[src/rtl/mult32x32_job_ctrl_if.sv]
// Handshake and multiplier-side bundle for the 32x32 multiplier job front-end.
// The master modport is the job controller; slave is the mirror seen by the
// operand source, multiplier and result consumer.
interface mult32x32_job_ctrl_if #(
  parameter int DEPTH = 4
);
  logic                      in_valid;
  logic                      in_ready;
  logic [31:0]               in_a;
  logic [31:0]               in_b;
  logic                      mult_start;
  logic [31:0]               mult_a;
  logic [31:0]               mult_b;
  logic                      mult_busy;
  logic [63:0]               mult_product;
  logic                      out_valid;
  logic                      out_ready;
  logic [63:0]               out_product;
  logic [$clog2(DEPTH)+1:0]  jobs_pending;
  logic                      err;

  modport master (
    input  in_valid, in_a, in_b, mult_busy, mult_product, out_ready,
    output in_ready, mult_start, mult_a, mult_b, out_valid, out_product,
           jobs_pending, err
  );

  modport slave (
    output in_valid, in_a, in_b, mult_busy, mult_product, out_ready,
    input  in_ready, mult_start, mult_a, mult_b, out_valid, out_product,
           jobs_pending, err
  );
endinterface

[src/rtl/mult32x32_job_ctrl.sv]
// Job front-end for the 32x32 fast multiplier.
// Operand pairs are queued in a small FIFO, launched one at a time with a
// single-cycle start pulse, held stable while the multiplier runs, and the
// 64-bit product is returned through a one-entry valid/ready output register.
module mult32x32_job_ctrl #(
  parameter int DEPTH = 4
) (
  input  logic                 clk,
  input  logic                 reset,
  mult32x32_job_ctrl_if.master bus
);
  localparam int PW = $clog2(DEPTH);
  localparam int CW = PW + 1;
  localparam logic [CW-1:0] DEPTH_C = CW'(DEPTH);

  localparam logic [2:0] ST_IDLE   = 3'd0;
  localparam logic [2:0] ST_LAUNCH = 3'd1;
  localparam logic [2:0] ST_CHECK  = 3'd2;
  localparam logic [2:0] ST_RUN    = 3'd3;
  localparam logic [2:0] ST_HOLD   = 3'd4;

  // operand FIFO
  logic [31:0]    mem_a_r [DEPTH];
  logic [31:0]    mem_b_r [DEPTH];
  logic [PW-1:0]  wr_ptr_r;
  logic [PW-1:0]  rd_ptr_r;
  logic [CW-1:0]  count_r;

  // control and datapath
  logic [2:0]     state_r;
  logic [2:0]     state_next_s;
  logic           push_s;
  logic           pop_s;
  logic           capture_s;
  logic           drain_s;
  logic           slot_free_s;
  logic           err_set_s;
  logic           inflight_s;
  logic [31:0]    mult_a_r;
  logic [31:0]    mult_b_r;
  logic           start_r;
  logic           out_valid_r;
  logic [63:0]    out_product_r;
  logic           err_r;

  // Next-state decode: FIFO handshakes, job sequencing and result capture
  always_comb begin
    push_s       = bus.in_valid && (count_r != DEPTH_C);
    slot_free_s  = !out_valid_r || bus.out_ready;
    drain_s      = out_valid_r && bus.out_ready;
    inflight_s   = (state_r != ST_IDLE);
    pop_s        = 1'b0;
    capture_s    = 1'b0;
    err_set_s    = 1'b0;
    state_next_s = state_r;
    case (state_r)
      ST_IDLE: begin
        // a push in this cycle is not visible until the count register updates
        if (count_r != {CW{1'b0}}) begin
          pop_s        = 1'b1;
          state_next_s = ST_LAUNCH;
        end else begin
          state_next_s = ST_IDLE;
        end
      end
      ST_LAUNCH: begin
        state_next_s = ST_CHECK;
      end
      ST_CHECK: begin
        // the multiplier must acknowledge the start one cycle later
        if (!bus.mult_busy) begin
          err_set_s    = 1'b1;
          state_next_s = ST_IDLE;
        end else begin
          state_next_s = ST_RUN;
        end
      end
      ST_RUN: begin
        if (bus.mult_busy) begin
          state_next_s = ST_RUN;
        end else if (slot_free_s) begin
          capture_s    = 1'b1;
          state_next_s = ST_IDLE;
        end else begin
          state_next_s = ST_HOLD;
        end
      end
      ST_HOLD: begin
        // product register stays frozen while we wait for the output slot
        if (slot_free_s) begin
          capture_s    = 1'b1;
          state_next_s = ST_IDLE;
        end else begin
          state_next_s = ST_HOLD;
        end
      end
      default: begin
        state_next_s = ST_IDLE;
      end
    endcase
  end

  // FIFO storage write (data needs no reset; validity is tracked by count_r)
  always_ff @(posedge clk) begin
    if (push_s) begin
      mem_a_r[wr_ptr_r] <= bus.in_a;
      mem_b_r[wr_ptr_r] <= bus.in_b;
    end
  end

  // FIFO pointers and occupancy
  always_ff @(posedge clk) begin
    if (reset) begin
      wr_ptr_r <= {PW{1'b0}};
      rd_ptr_r <= {PW{1'b0}};
      count_r  <= {CW{1'b0}};
    end else begin
      if (push_s) begin
        wr_ptr_r <= wr_ptr_r + PW'(1);
      end
      if (pop_s) begin
        rd_ptr_r <= rd_ptr_r + PW'(1);
      end
      case ({push_s, pop_s})
        2'b10:   count_r <= count_r + CW'(1);
        2'b01:   count_r <= count_r - CW'(1);
        default: count_r <= count_r;
      endcase
    end
  end

  // FSM, operand hold registers, start pulse, result register and sticky error
  always_ff @(posedge clk) begin
    if (reset) begin
      state_r       <= ST_IDLE;
      start_r       <= 1'b0;
      mult_a_r      <= 32'h0000_0000;
      mult_b_r      <= 32'h0000_0000;
      out_valid_r   <= 1'b0;
      out_product_r <= 64'h0;
      err_r         <= 1'b0;
    end else begin
      state_r <= state_next_s;
      // the pop cycle moves to LAUNCH, so the start pulse lines up with it
      start_r <= pop_s;
      if (pop_s) begin
        mult_a_r <= mem_a_r[rd_ptr_r];
        mult_b_r <= mem_b_r[rd_ptr_r];
      end
      if (err_set_s) begin
        err_r <= 1'b1;
      end
      // capture wins over a simultaneous drain: the old result still hands off
      if (capture_s) begin
        out_product_r <= bus.mult_product;
        out_valid_r   <= 1'b1;
      end else if (drain_s) begin
        out_valid_r   <= 1'b0;
      end
    end
  end

  assign bus.in_ready     = (count_r != DEPTH_C);
  assign bus.mult_start   = start_r;
  assign bus.mult_a       = mult_a_r;
  assign bus.mult_b       = mult_b_r;
  assign bus.out_valid    = out_valid_r;
  assign bus.out_product  = out_product_r;
  assign bus.err          = err_r;
  assign bus.jobs_pending = {1'b0, count_r}
                          + {{CW{1'b0}}, inflight_s}
                          + {{CW{1'b0}}, out_valid_r};
endmodule
[src/flat_wrapper.sv]
// flat-port wrapper written by rule: the top's interface ports become plain ports
module mult32x32_job_ctrl_flat 
#(
  parameter int DEPTH = 4
)
  (clk, reset, bus_in_valid, bus_in_a, bus_in_b, bus_mult_busy, bus_mult_product, bus_out_ready, bus_in_ready, bus_mult_start, bus_mult_a, bus_mult_b, bus_out_valid, bus_out_product, bus_jobs_pending, bus_err);
  mult32x32_job_ctrl_if #(.DEPTH(DEPTH)) bus_i ();
  input  logic clk;
  input  logic reset;
  input wire logic [$bits(bus_i.in_valid)-1:0] bus_in_valid;
  input wire logic [$bits(bus_i.in_a)-1:0] bus_in_a;
  input wire logic [$bits(bus_i.in_b)-1:0] bus_in_b;
  input wire logic [$bits(bus_i.mult_busy)-1:0] bus_mult_busy;
  input wire logic [$bits(bus_i.mult_product)-1:0] bus_mult_product;
  input wire logic [$bits(bus_i.out_ready)-1:0] bus_out_ready;
  output wire logic [$bits(bus_i.in_ready)-1:0] bus_in_ready;
  output wire logic [$bits(bus_i.mult_start)-1:0] bus_mult_start;
  output wire logic [$bits(bus_i.mult_a)-1:0] bus_mult_a;
  output wire logic [$bits(bus_i.mult_b)-1:0] bus_mult_b;
  output wire logic [$bits(bus_i.out_valid)-1:0] bus_out_valid;
  output wire logic [$bits(bus_i.out_product)-1:0] bus_out_product;
  output wire logic [$bits(bus_i.jobs_pending)-1:0] bus_jobs_pending;
  output wire logic [$bits(bus_i.err)-1:0] bus_err;
  assign bus_i.in_valid = bus_in_valid;
  assign bus_i.in_a = bus_in_a;
  assign bus_i.in_b = bus_in_b;
  assign bus_i.mult_busy = bus_mult_busy;
  assign bus_i.mult_product = bus_mult_product;
  assign bus_i.out_ready = bus_out_ready;
  assign bus_in_ready = bus_i.in_ready;
  assign bus_mult_start = bus_i.mult_start;
  assign bus_mult_a = bus_i.mult_a;
  assign bus_mult_b = bus_i.mult_b;
  assign bus_out_valid = bus_i.out_valid;
  assign bus_out_product = bus_i.out_product;
  assign bus_jobs_pending = bus_i.jobs_pending;
  assign bus_err = bus_i.err;
  mult32x32_job_ctrl #(.DEPTH(DEPTH)) u_core (.clk(clk), .reset(reset), .bus(bus_i));
endmodule
[config.mk]
export PLATFORM = sky130hd
export DESIGN_NAME = mult32x32_job_ctrl_flat
export DESIGN_NICKNAME = d
export VERILOG_FILES = /design/src/rtl/mult32x32_job_ctrl_if.sv /design/src/rtl/mult32x32_job_ctrl.sv /design/src/flat_wrapper.sv
export SDC_FILE = /design/constraint.sdc
export NUM_CORES = 1
export LEC_CHECK = 0
export ABC_AREA = 0
export BUFFER_PORTS_ARGS = -buffer_cell sky130_fd_sc_hd__buf_2
export CORE_MARGIN = 1.5
export CORE_UTILIZATION = 60
export DETAILED_ROUTE_END_ITERATION = 8
export PLACE_DENSITY = 0.85
export SLEW_MARGIN = 15
export SYNTH_ARGS = -nofsm -noshare
export SYNTH_HDL_FRONTEND = slang
export SYNTH_SLANG_ARGS = --single-unit
[constraint.sdc]
create_clock -name clk -period 4.03 [get_ports clk]
set_input_delay 0.2015 -clock clk [delete_from_list [all_inputs] [get_ports clk]]
set_output_delay 0.2015 -clock clk [all_outputs]
set_load 0.02 [all_outputs]
## After elaboration in Yosys (flattened, before gate mapping)

Memory sizes are Yosys's and may differ from the RTL's. A register that Yosys moved wholly into a read port is not among the register bits.
Cells that the tools add are included.

| word-level totals | value |
|---|---|
| bits in registers | 77 |
| bits in latches | 0 |
| bits in writable memories | 256 |
| bits in read-only memories | 0 |
| input port bits | 133 |
| logic and storage cells | 49 |
| memories | 2 |

| operators by class | value |
|---|---|
| $add $sub $neg | 6 |
| multipliers | 0 |
| divide/modulo/power cells | 0 |
| $lt $le $gt $ge | 0 |
| equal/unequal tests | 7 |
| shift-type cells | 0 |
| multiplexer cells | 17 |
| bitwise operators | 0 |
| reduce and logical (&&, ||, !) cells | 9 |

Memory list:

| memory | depth | width | read ports | clocked after Yosys merged registers in | wr ports | line | RTL |
|---|---|---|---|---|---|---|---|
| u_core.mem_a_r | 4 | 32 | 1 | 1 | 1 | mult32x32_job_ctrl.sv:23 | `logic [31:0] mem_a_r [DEPTH];` |
| u_core.mem_b_r | 4 | 32 | 1 | 1 | 1 | mult32x32_job_ctrl.sv:24 | `logic [31:0] mem_b_r [DEPTH];` |

Operator list:

| cell | count |
|---|---|
| $pmux W3 S5 | 1 |
| $mux W1 | 11 |
| $eq A3 B2 Y1 const B | 2 |
| $mux W3 | 2 |
| $pmux W3 S2 | 1 |
| $reduce_bool A3 Y1 | 2 |
| $add A2 B1 Y2 const B | 2 |
| $add A3 B1 Y4 | 1 |
| $add A4 B1 Y4 | 1 |
| $reduce_bool A2 Y1 | 2 |
| $add A3 B1 Y3 const B | 1 |
| $eq A3 B1 Y1 const B | 1 |
| $eq A3 B3 Y1 const B | 1 |
| $logic_not A3 Y1 | 1 |
| $ne A3 B3 Y1 const B | 1 |
| $sub A3 B1 Y3 const B | 1 |
| $eq A2 B1 Y1 const B | 1 |
| $eq A2 B2 Y1 const B | 1 |
| $logic_and A1 B1 Y1 | 2 |
| $mux W2 | 1 |
| $pmux W1 S2 | 1 |
| $logic_not A1 Y1 | 1 |
| $logic_or A1 B1 Y1 | 1 |

## Logic depth before layout (Yosys ltp)

Gate-level depths: netlist (run 1).

| depth | value |
|---|---|
| word-level depth | 6 |
| depth in mapped cells | 10 |
| gate-level depth less buffers | 9 |

## Worst setup path before layout (run 1)

OpenSTA, ideal clock, no wires.

| path | value |
|---|---|
| path type | flip-flop to flip-flop |
| start point | register u_core.count_r[0] |
| end point | memory u_core.mem_a_r[0][0], enable pin |
| library setup time | 0.429 ns |
| arrival time | 2.386 ns |
| setup slack | 1.215 ns |
| stages on the path, launching flop included | 4 |
| cells stage by stage | dfxtp_1 -> or3b_1 -> buf_2 -> and3_1 |

| on the way | value |
|---|---|
| word-level cells in the longest chain between the ends | 4 |

RTL lines:

| item | line | RTL |
|---|---|---|
| from (decl) | mult32x32_job_ctrl.sv:27 | `logic [CW-1:0] count_r;` |
| from (signal assigned) | mult32x32_job_ctrl.sv:116 | `count_r <= {CW{1'b0}};` |
| from (signal assigned) | mult32x32_job_ctrl.sv:125 | `2'b10: count_r <= count_r + CW'(1);` |
| from (signal assigned) | mult32x32_job_ctrl.sv:126 | `2'b01: count_r <= count_r - CW'(1);` |
| $ne A3 B3 Y1 | n/a |  |
| named net bus_in_ready | flat_wrapper.sv:16 | `output wire logic [$bits(bus_i.in_ready)-1:0] bus_in_ready;` |
| $logic_and A1 B1 Y1 | mult32x32_job_ctrl.sv:48 | `push_s = bus.in_valid && (count_r != DEPTH_C);` |
| $mux W1 | mult32x32_job_ctrl.sv:105 | `if (push_s) begin` |
| $mux W1 (not written as such) | mult32x32_job_ctrl.sv:106 | `mem_a_r[wr_ptr_r] <= bus.in_a;` |
| to (decl) | mult32x32_job_ctrl.sv:23 |  |

The timed path passes the listed nets, and every way through them passes these cells.

## Worst setup path after layout (run 1)

| path | value |
|---|---|
| start point | register u_core.state_r[2] |
| end point | output bus_jobs_pending[2] |

| on the way | value |
|---|---|
| word-level cells in the longest chain between the ends | 3 |

RTL lines:

| item | line | RTL |
|---|---|---|
| from (decl) | mult32x32_job_ctrl.sv:30 | `logic [2:0] state_r;` |
| from (signal assigned) | mult32x32_job_ctrl.sv:143 | `state_r <= state_next_s;` |
| $reduce_bool A3 Y1 | mult32x32_job_ctrl.sv:51 | `inflight_s = (state_r != ST_IDLE);` |
| $add A3 B1 Y4 | mult32x32_job_ctrl.sv:171 | `+ {{CW{1'b0}}, inflight_s}` |
| $add A4 B1 Y4 | mult32x32_job_ctrl.sv:172 | `+ {{CW{1'b0}}, out_valid_r};` |
| to (decl) | flat_wrapper.sv:22 | `output wire logic [$bits(bus_i.jobs_pending)-1:0] bus_jobs_pending;` |

No other way between the ends.

==> results.yml, run 1 <==
global_route:
  grt_max_degree: 104
  grt_usage_pct: 26.79
  grt_first_pass_wirelength_um: 54310
  overflow: 0
  antenna_found_initial: 2
  grt_pass1_vias: 10090
placed_design:
  hpwlAfterDp_um: 18770
  gp_congestion: 0.7263
  portBuffers: 268
  dp_slack_ns: 1.536
detailed_routing:
  vias: 9743
  wl_per_cell_um: 20.69
  first_iter_violations: 960
  via_per_inst: 5.681
  wl_um: 35490
  drc_errors: 0
  antenna_left: 0
  drt_pass1_iterations: 5
clocking:
  holdBufCountCts: 127
  clkSlewWorstSetupHoldPaths_ns: 0.06
  numCtsBuffers: 39
  clock-sinks: 397
  insertion_delay_ns: 0.53
  root_buffer: "clkbuf_16"
  clock_path_buffers: 3
  cts_tree: "yes"
  cts_max_level: 2
  post_cts_resized: 0
  postCtsSetupBuffers: 0
synthesis:
  synthTopCellsByArea: "edfxtp_1 (50%), dfxtp_1 (18%), mux4_2 (9.4%)"
  synthCells: 984
  synth_cell_type_count: 37
  yosysWarnings: 0
  syn_area_um2: 15300
  synth_top_cell_by_area: "edfxtp_1"
  synth_seq_cells: 397
  syn_nets: 1125
  yosysSeqAreaShare_pct: 68.71
  avgSynthCellArea_um2: 15.55
  netlist.area_leader.share_pct: 50.25
critical_path:
  arrival_ns: 2.60
  cp_slowest_cell: "fa_1"
  worst-path-buf-inv: 3
  path_cells: "nor3_4 -> inv_2 -> buf_4 -> fa_1 -> ha_1 -> xor2_1 -> buf_2"
  cp_slowest_stage_delay_ns: 0.51
  path_max_fanout: 68
  cp.required_ns: 3.83
  worstReg2RegEnd: "u_core.count_r[2]"
  criticalPathCategory: "reg -> out"
  cp-end-kind: "output pin"
  r2r_start: "u_core.count_r[2]"
  r2r_slack_ns: 1.51
  startpoint_type: "register"
  reg2reg_depth: 8
  critPathTopFamily: "adder cells"
timing:
  tightest_slew_ns: 1.173
  drv_slew: 0
  rsz0062_at_grt: "false"
  layout_setup_ws_ns: 1.229
  post-route-period-util_pct: 69.49
  hold_slack_ns: 0.006116
  slew-limit-headroom_pct: 21.78
  fmax_mhz: 357.1
  fin_skew_ns: 0.03227
  post-route-min-period_ns: 2.801
  hold_viol_final: 0
  setup_viol: 0
  fin_setup_tns_ns: 0
finish:
  mostFrequentLayoutCells: "buf_2 (267), edfxtp_1 (256), dfxtp_1 (139)"
  drive_gt1_share_pct: 29.72
  finalNetCount: 1493
  nFillCells: 1419
  final_common_cell: "buf_2"
  area_growth_pct: 26.02
floorplan:
  die_h_um: 162.7
  start_util_pct: 60.92
  die_area_um2: 26460
  rows: 58
  core_um2: 25110
  io_pins: 269
  die_w_um: 162.7
power:
  ir_worst_vdd_mv: 0.6316
  p_per_area_nw_per_um2: 631.0
  power.total_w: 0.01216
  switchingPower_w: 0.003849
  switching_share_pct: 31.64
  seq_power_share_pct: 43.5
  p_int_w: 0.008316
  clockPowerShare_pct: 30.3
  power_frac_comb_pct: 26.1
  leakagePower_nw: 7.075
flow_run:
  cap_violations: 0
hold_path:
  hold_path_startpoint: "bus_mult_product[59]"
  min_path_cells: 3
  worstHoldEndpoint: "u_core.bus.out_product[59]"
  min_path_type: "in -> reg"
run_status:
  outcome: "finished clean"
-- power groups by stage --
| stage | sequential, W | combinational [W] | clock [W] |
|---|---|---|---|
| floorplan | 0.00549 | 0.00199 | 0 |
| global placement | 0.00535 | 0.00299 | 0 |
| detailed placement | 0.00537 | 0.00305 | 0 |
| CTS | 0.00530 | 0.00318 | 0.00372 |
| global route | 0.00536 | 0.00341 | 0.00388 |
| finish | 0.00530 | 0.00318 | 0.00369 |
-- logic make-up after synthesis --
logic type               Yosys count  share of synthesized area (%)
adder cells (fa/ha/maj)            8                         0.7525
multiplexers                     129                          13.68
AO/OA/AOI/OAI                    143                          4.801
buffers and inverters             83                          3.378
XOR/XNOR                           3                         0.1718
AND/OR/NAND/NOR                  221                          8.515
flip-flops                       397                          68.71
-- Yosys cell counts --
master    number
a21o_1         2
a21oi_1       71
a22oi_1        1
a311oi_1       1
a31o_1         1
and3_1         5
and4bb_1       1
buf_1          1
buf_12         7
buf_2         22
buf_4          3
buf_6          4
buf_8          2
clkbuf_1      36
dfxtp_1      141
edfxtp_1     256
fa_1           2
ha_1           6
inv_1          7
inv_2          1
mux2i_1       65
mux4_2        64
nand2_1        1
nand2b_1     129
nand3_1       66
nor2_1         7
nor3_1         4
nor3_2         1
nor3_4         1
nor3b_1        1
o21a_2         1
o21ai_0       63
o21ai_1        3
or3_1          3
or3b_1         1
or4b_2         1
xor2_1         3
-- metrics by stage --
step / instances / util (%) / cell area, um2
final: 1715 / 76.77 / 19280
after global routing: 1715 / 76.77 / 19280
after CTS: 1713 / 76.75 / 19270
after detailed placement: 1514 / 66.40 / 16670
after global placement: 1514 / 66.40 / 16670
after floorplan: 984 / - / 15300
-- area by class of cell --
class / instances / area, um2 / area share [%]
repair buffers: 402 / 2680 / 13.90
diodes: 2 / 5.005 / 0.02596
inverters: 8 / 30.03 / 0.1558
multi-input cells: 504 / 4304 / 22.33
clock inverters: 7 / 98.84 / 0.5128
flip-flops and latches: 397 / 10520 / 54.56
clock buffers: 65 / 1229 / 6.374
well taps: 330 / 412.9 / 2.142
-- worst max-delay path by stage --
stage,from,slack [ns],cells past startpoint,end
2_1_floorplan,u_core.count_r[0],1.22,3,u_core.mem_a_r[0][0]
3_3_place_gp,u_core.count_r[2],1.63,8,u_core.count_r[2]
3_5_place_dp,u_core.count_r[2],1.54,8,u_core.count_r[2]
4_1_cts,u_core.state_r[2],1.21,7,bus_jobs_pending[2]
5_1_grt,u_core.state_r[1],1.07,7,bus_jobs_pending[2]
6_report,u_core.state_r[2],1.23,7,bus_jobs_pending[2]
-- per-layer routing --
layer	global-route usage [%]	wire (um)	up-vias
met5	0	0	-
met4	8.507	854	0
met1	34.03	13830	4806
li1	-	-	4423
met3	5.169	2702	75
met2	46.72	18100	439
-- registers in the layout, summed over array words and instances, names as in the netlist --
register,count
u_core.state_r,3
u_core.rd_ptr_r,2
u_core.bus.mult_start,1
u_core.wr_ptr_r,2
u_core.bus.mult_b,32
u_core.bus.err,1
u_core.count_r,3
u_core.bus.mult_a,32
u_core.bus.out_product,64
u_core.mem_b_r,128
u_core.mem_a_r,128
u_core.bus.out_valid,1
-- tightest hold or removal path: stages --
cell	delay [ns]
buf_2	0.10
nand2b_1	0.09
mux2i_1	0.07
No activity file was read; power rests on OpenSTA's default activity.
==> run 2: changes to the inputs <==
--- a/config.mk
+++ b/config.mk
@@ -8,9 +8,9 @@
 export ABC_AREA = 0
 export BUFFER_PORTS_ARGS = -buffer_cell sky130_fd_sc_hd__buf_2
 export CORE_MARGIN = 1.5
-export CORE_UTILIZATION = 60
+export CORE_UTILIZATION = 56
 export DETAILED_ROUTE_END_ITERATION = 8
-export PLACE_DENSITY = 0.85
+export PLACE_DENSITY = 0.8
 export SLEW_MARGIN = 15
 export SYNTH_ARGS = -nofsm -noshare
 export SYNTH_HDL_FRONTEND = slang
==> constraint.sdc (replaced) <==
create_clock -name clk -period 2.6 [get_ports clk]
set_input_delay 0.13 -clock clk [delete_from_list [all_inputs] [get_ports clk]]
set_output_delay 0.13 -clock clk [all_outputs]
set_load 0.02 [all_outputs]
==> results.yml, run 2 (same netlist as run 1, synthesis figures left out) <==
run_status:
  outcome: "finished clean"
critical_path:
  path_max_fanout: 7
  cp_slowest_cell: "dfxtp_1"
  criticalPathCategory: "reg -> reg"
  path_cells: "or3b_1 -> nand2_1 -> ha_1 -> inv_1 -> fa_1 -> xor2_1 -> or3_1 -> a21oi_1"
  arrival_ns: 2.75
  cp.required_ns: 3.04
  worst-path-buf-inv: 1
  critPathTopFamily: "simple AND/OR/NAND/NOR gates"
  startpoint_type: "register"
  cp-end-kind: "register"
  worstSetupPathDepth: 8
  reg2reg_depth: 8
  cp_slowest_stage_delay_ns: 0.47
finish:
  nFillCells: 1629
  design_area_um2: 19560
  finalNetCount: 1516
  drive_gt1_share_pct: 30.70
  final_common_cell: "buf_2"
  mostFrequentLayoutCells: "buf_2 (267), edfxtp_1 (256), dfxtp_1 (139)"
  area_growth_pct: 27.86
flow_run:
  cap_violations: 0
clocking:
  root_buffer: "clkbuf_16"
  clock_path_buffers: 3
  clkSlewWorstSetupHoldPaths_ns: 0.05
  post_cts_resized: 0
  clock-sinks: 397
  numCtsBuffers: 40
  insertion_delay_ns: 0.53
  cts_max_level: 2
  cts_tree: "yes"
floorplan:
  rows: 60
  start_util_pct: 56.92
  die_w_um: 168.3
  io_pins: 269
  die_h_um: 168.3
  die_area_um2: 28320
  core_um2: 26880
detailed_routing:
  wl_per_cell_um: 21.08
  drt_pass1_iterations: 5
  vias: 9955
  wl_um: 36820
  routed.top_layer: "met4"
  via_per_inst: 5.698
  wl_met3_um: 3126
  wl_met1_um: 14080
  antenna_left: 0
  first_iter_violations: 855
  met2_length_um: 18390
  drc_errors: 0
power:
  leakagePower_nw: 7.203
  p_per_area_nw_per_um2: 973.4
  p_int_w: 0.01296
  switchingPower_w: 0.006078
  clockPowerShare_pct: 30.1
  seq_power_share_pct: 42.4
  ir_worst_vdd_mv: 0.7070
  power.total_w: 0.01904
  power_frac_comb_pct: 27.5
  switching_share_pct: 31.92
timing:
  rsz0062_at_grt: "false"
  setup_viol: 0
  layout_setup_ws_ns: 0.2896
  post-route-min-period_ns: 2.310
  post-route-period-util_pct: 88.86
  fin_skew_ns: 0.03025
  hold_viol_final: 0
  fmax_mhz: 432.8
  fin_setup_tns_ns: 0
  tightest_slew_ns: 0.8613
  drv_slew: 0
  slew-limit-headroom_pct: 42.58
global_route:
  grt_first_pass_wirelength_um: 56970
  antenna_found_initial: 2
  grt_pass1_vias: 10510
  overflow: 0
  grt_max_degree: 81
  grt_usage_pct: 26.16
hold_path:
  min_path_cells: 3
  min_path_type: "in -> reg"
placed_design:
  placed_cell_area_um2: 16920
  gp_congestion: 0.7513
  dp_slack_ns: 0.3186
  portBuffers: 268
  hpwlAfterDp_um: 20250
run 2: worst paths after layout:
kind                          start                          to  slack [ns]
setup / recovery  u_core.count_r[2]           u_core.count_r[2]        0.29
hold / removal                reset  u_core.bus.out_product[46]        0.16
setup reg to reg  u_core.count_r[2]           u_core.count_r[2]        0.29
hold reg to reg      u_core.bus.err              u_core.bus.err        0.47
run 2: layer usage:
metal | GRT usage (%) | vias to the layer above
met5 | 0 | -
met4 | 11.61 | 0
met3 | 5.759 | 84
met2 | 44.72 | 487
met1 | 32.14 | 4918
li1 | - | 4466
run 2: cell type report:
type / instances / area, um2 / share of cell area [%]
repair buffers: 424 / 2955 / 15.11
diodes: 2 / 5.005 / 0.02559
clock buffers: 53 / 1110 / 5.674
well taps: 341 / 426.7 / 2.181
clock inverters: 18 / 210.2 / 1.075
multi-input cells: 504 / 4304 / 22.01
inverters: 8 / 30.03 / 0.1535
flip-flops and latches: 397 / 10520 / 53.77
run 2: what timing repair did:
item	in CTS	in global routing
setup buffers	0	0
endpoints found under the hold margin	326	0
hold buffers	131	0
run 2: through the flow:
step,hold WS (ns),std cells,util (%)
finish,0.1606,1747,72.77
CTS,0.1334,1745,72.76
global placement,0.3412,1543,62.97
detailed placement,0.3454,1543,62.97
global route,0.1638,1747,72.77
floorplan,0.2289,984,-
run 2: worst min-delay path, stage by stage:
cell,delay [ns]
buf_4,0.28
nand2b_1,0.15
mux2i_1,0.06
run 2: power groups by stage:
stage               clock [W]  combinational (W)  sequential (W)
floorplan                   0            0.00308         0.00849
global placement            0            0.00492         0.00814
detailed placement          0            0.00503         0.00819
CTS                   0.00580            0.00523         0.00808
global route          0.00604            0.00564         0.00817
finish                0.00572            0.00523         0.00808
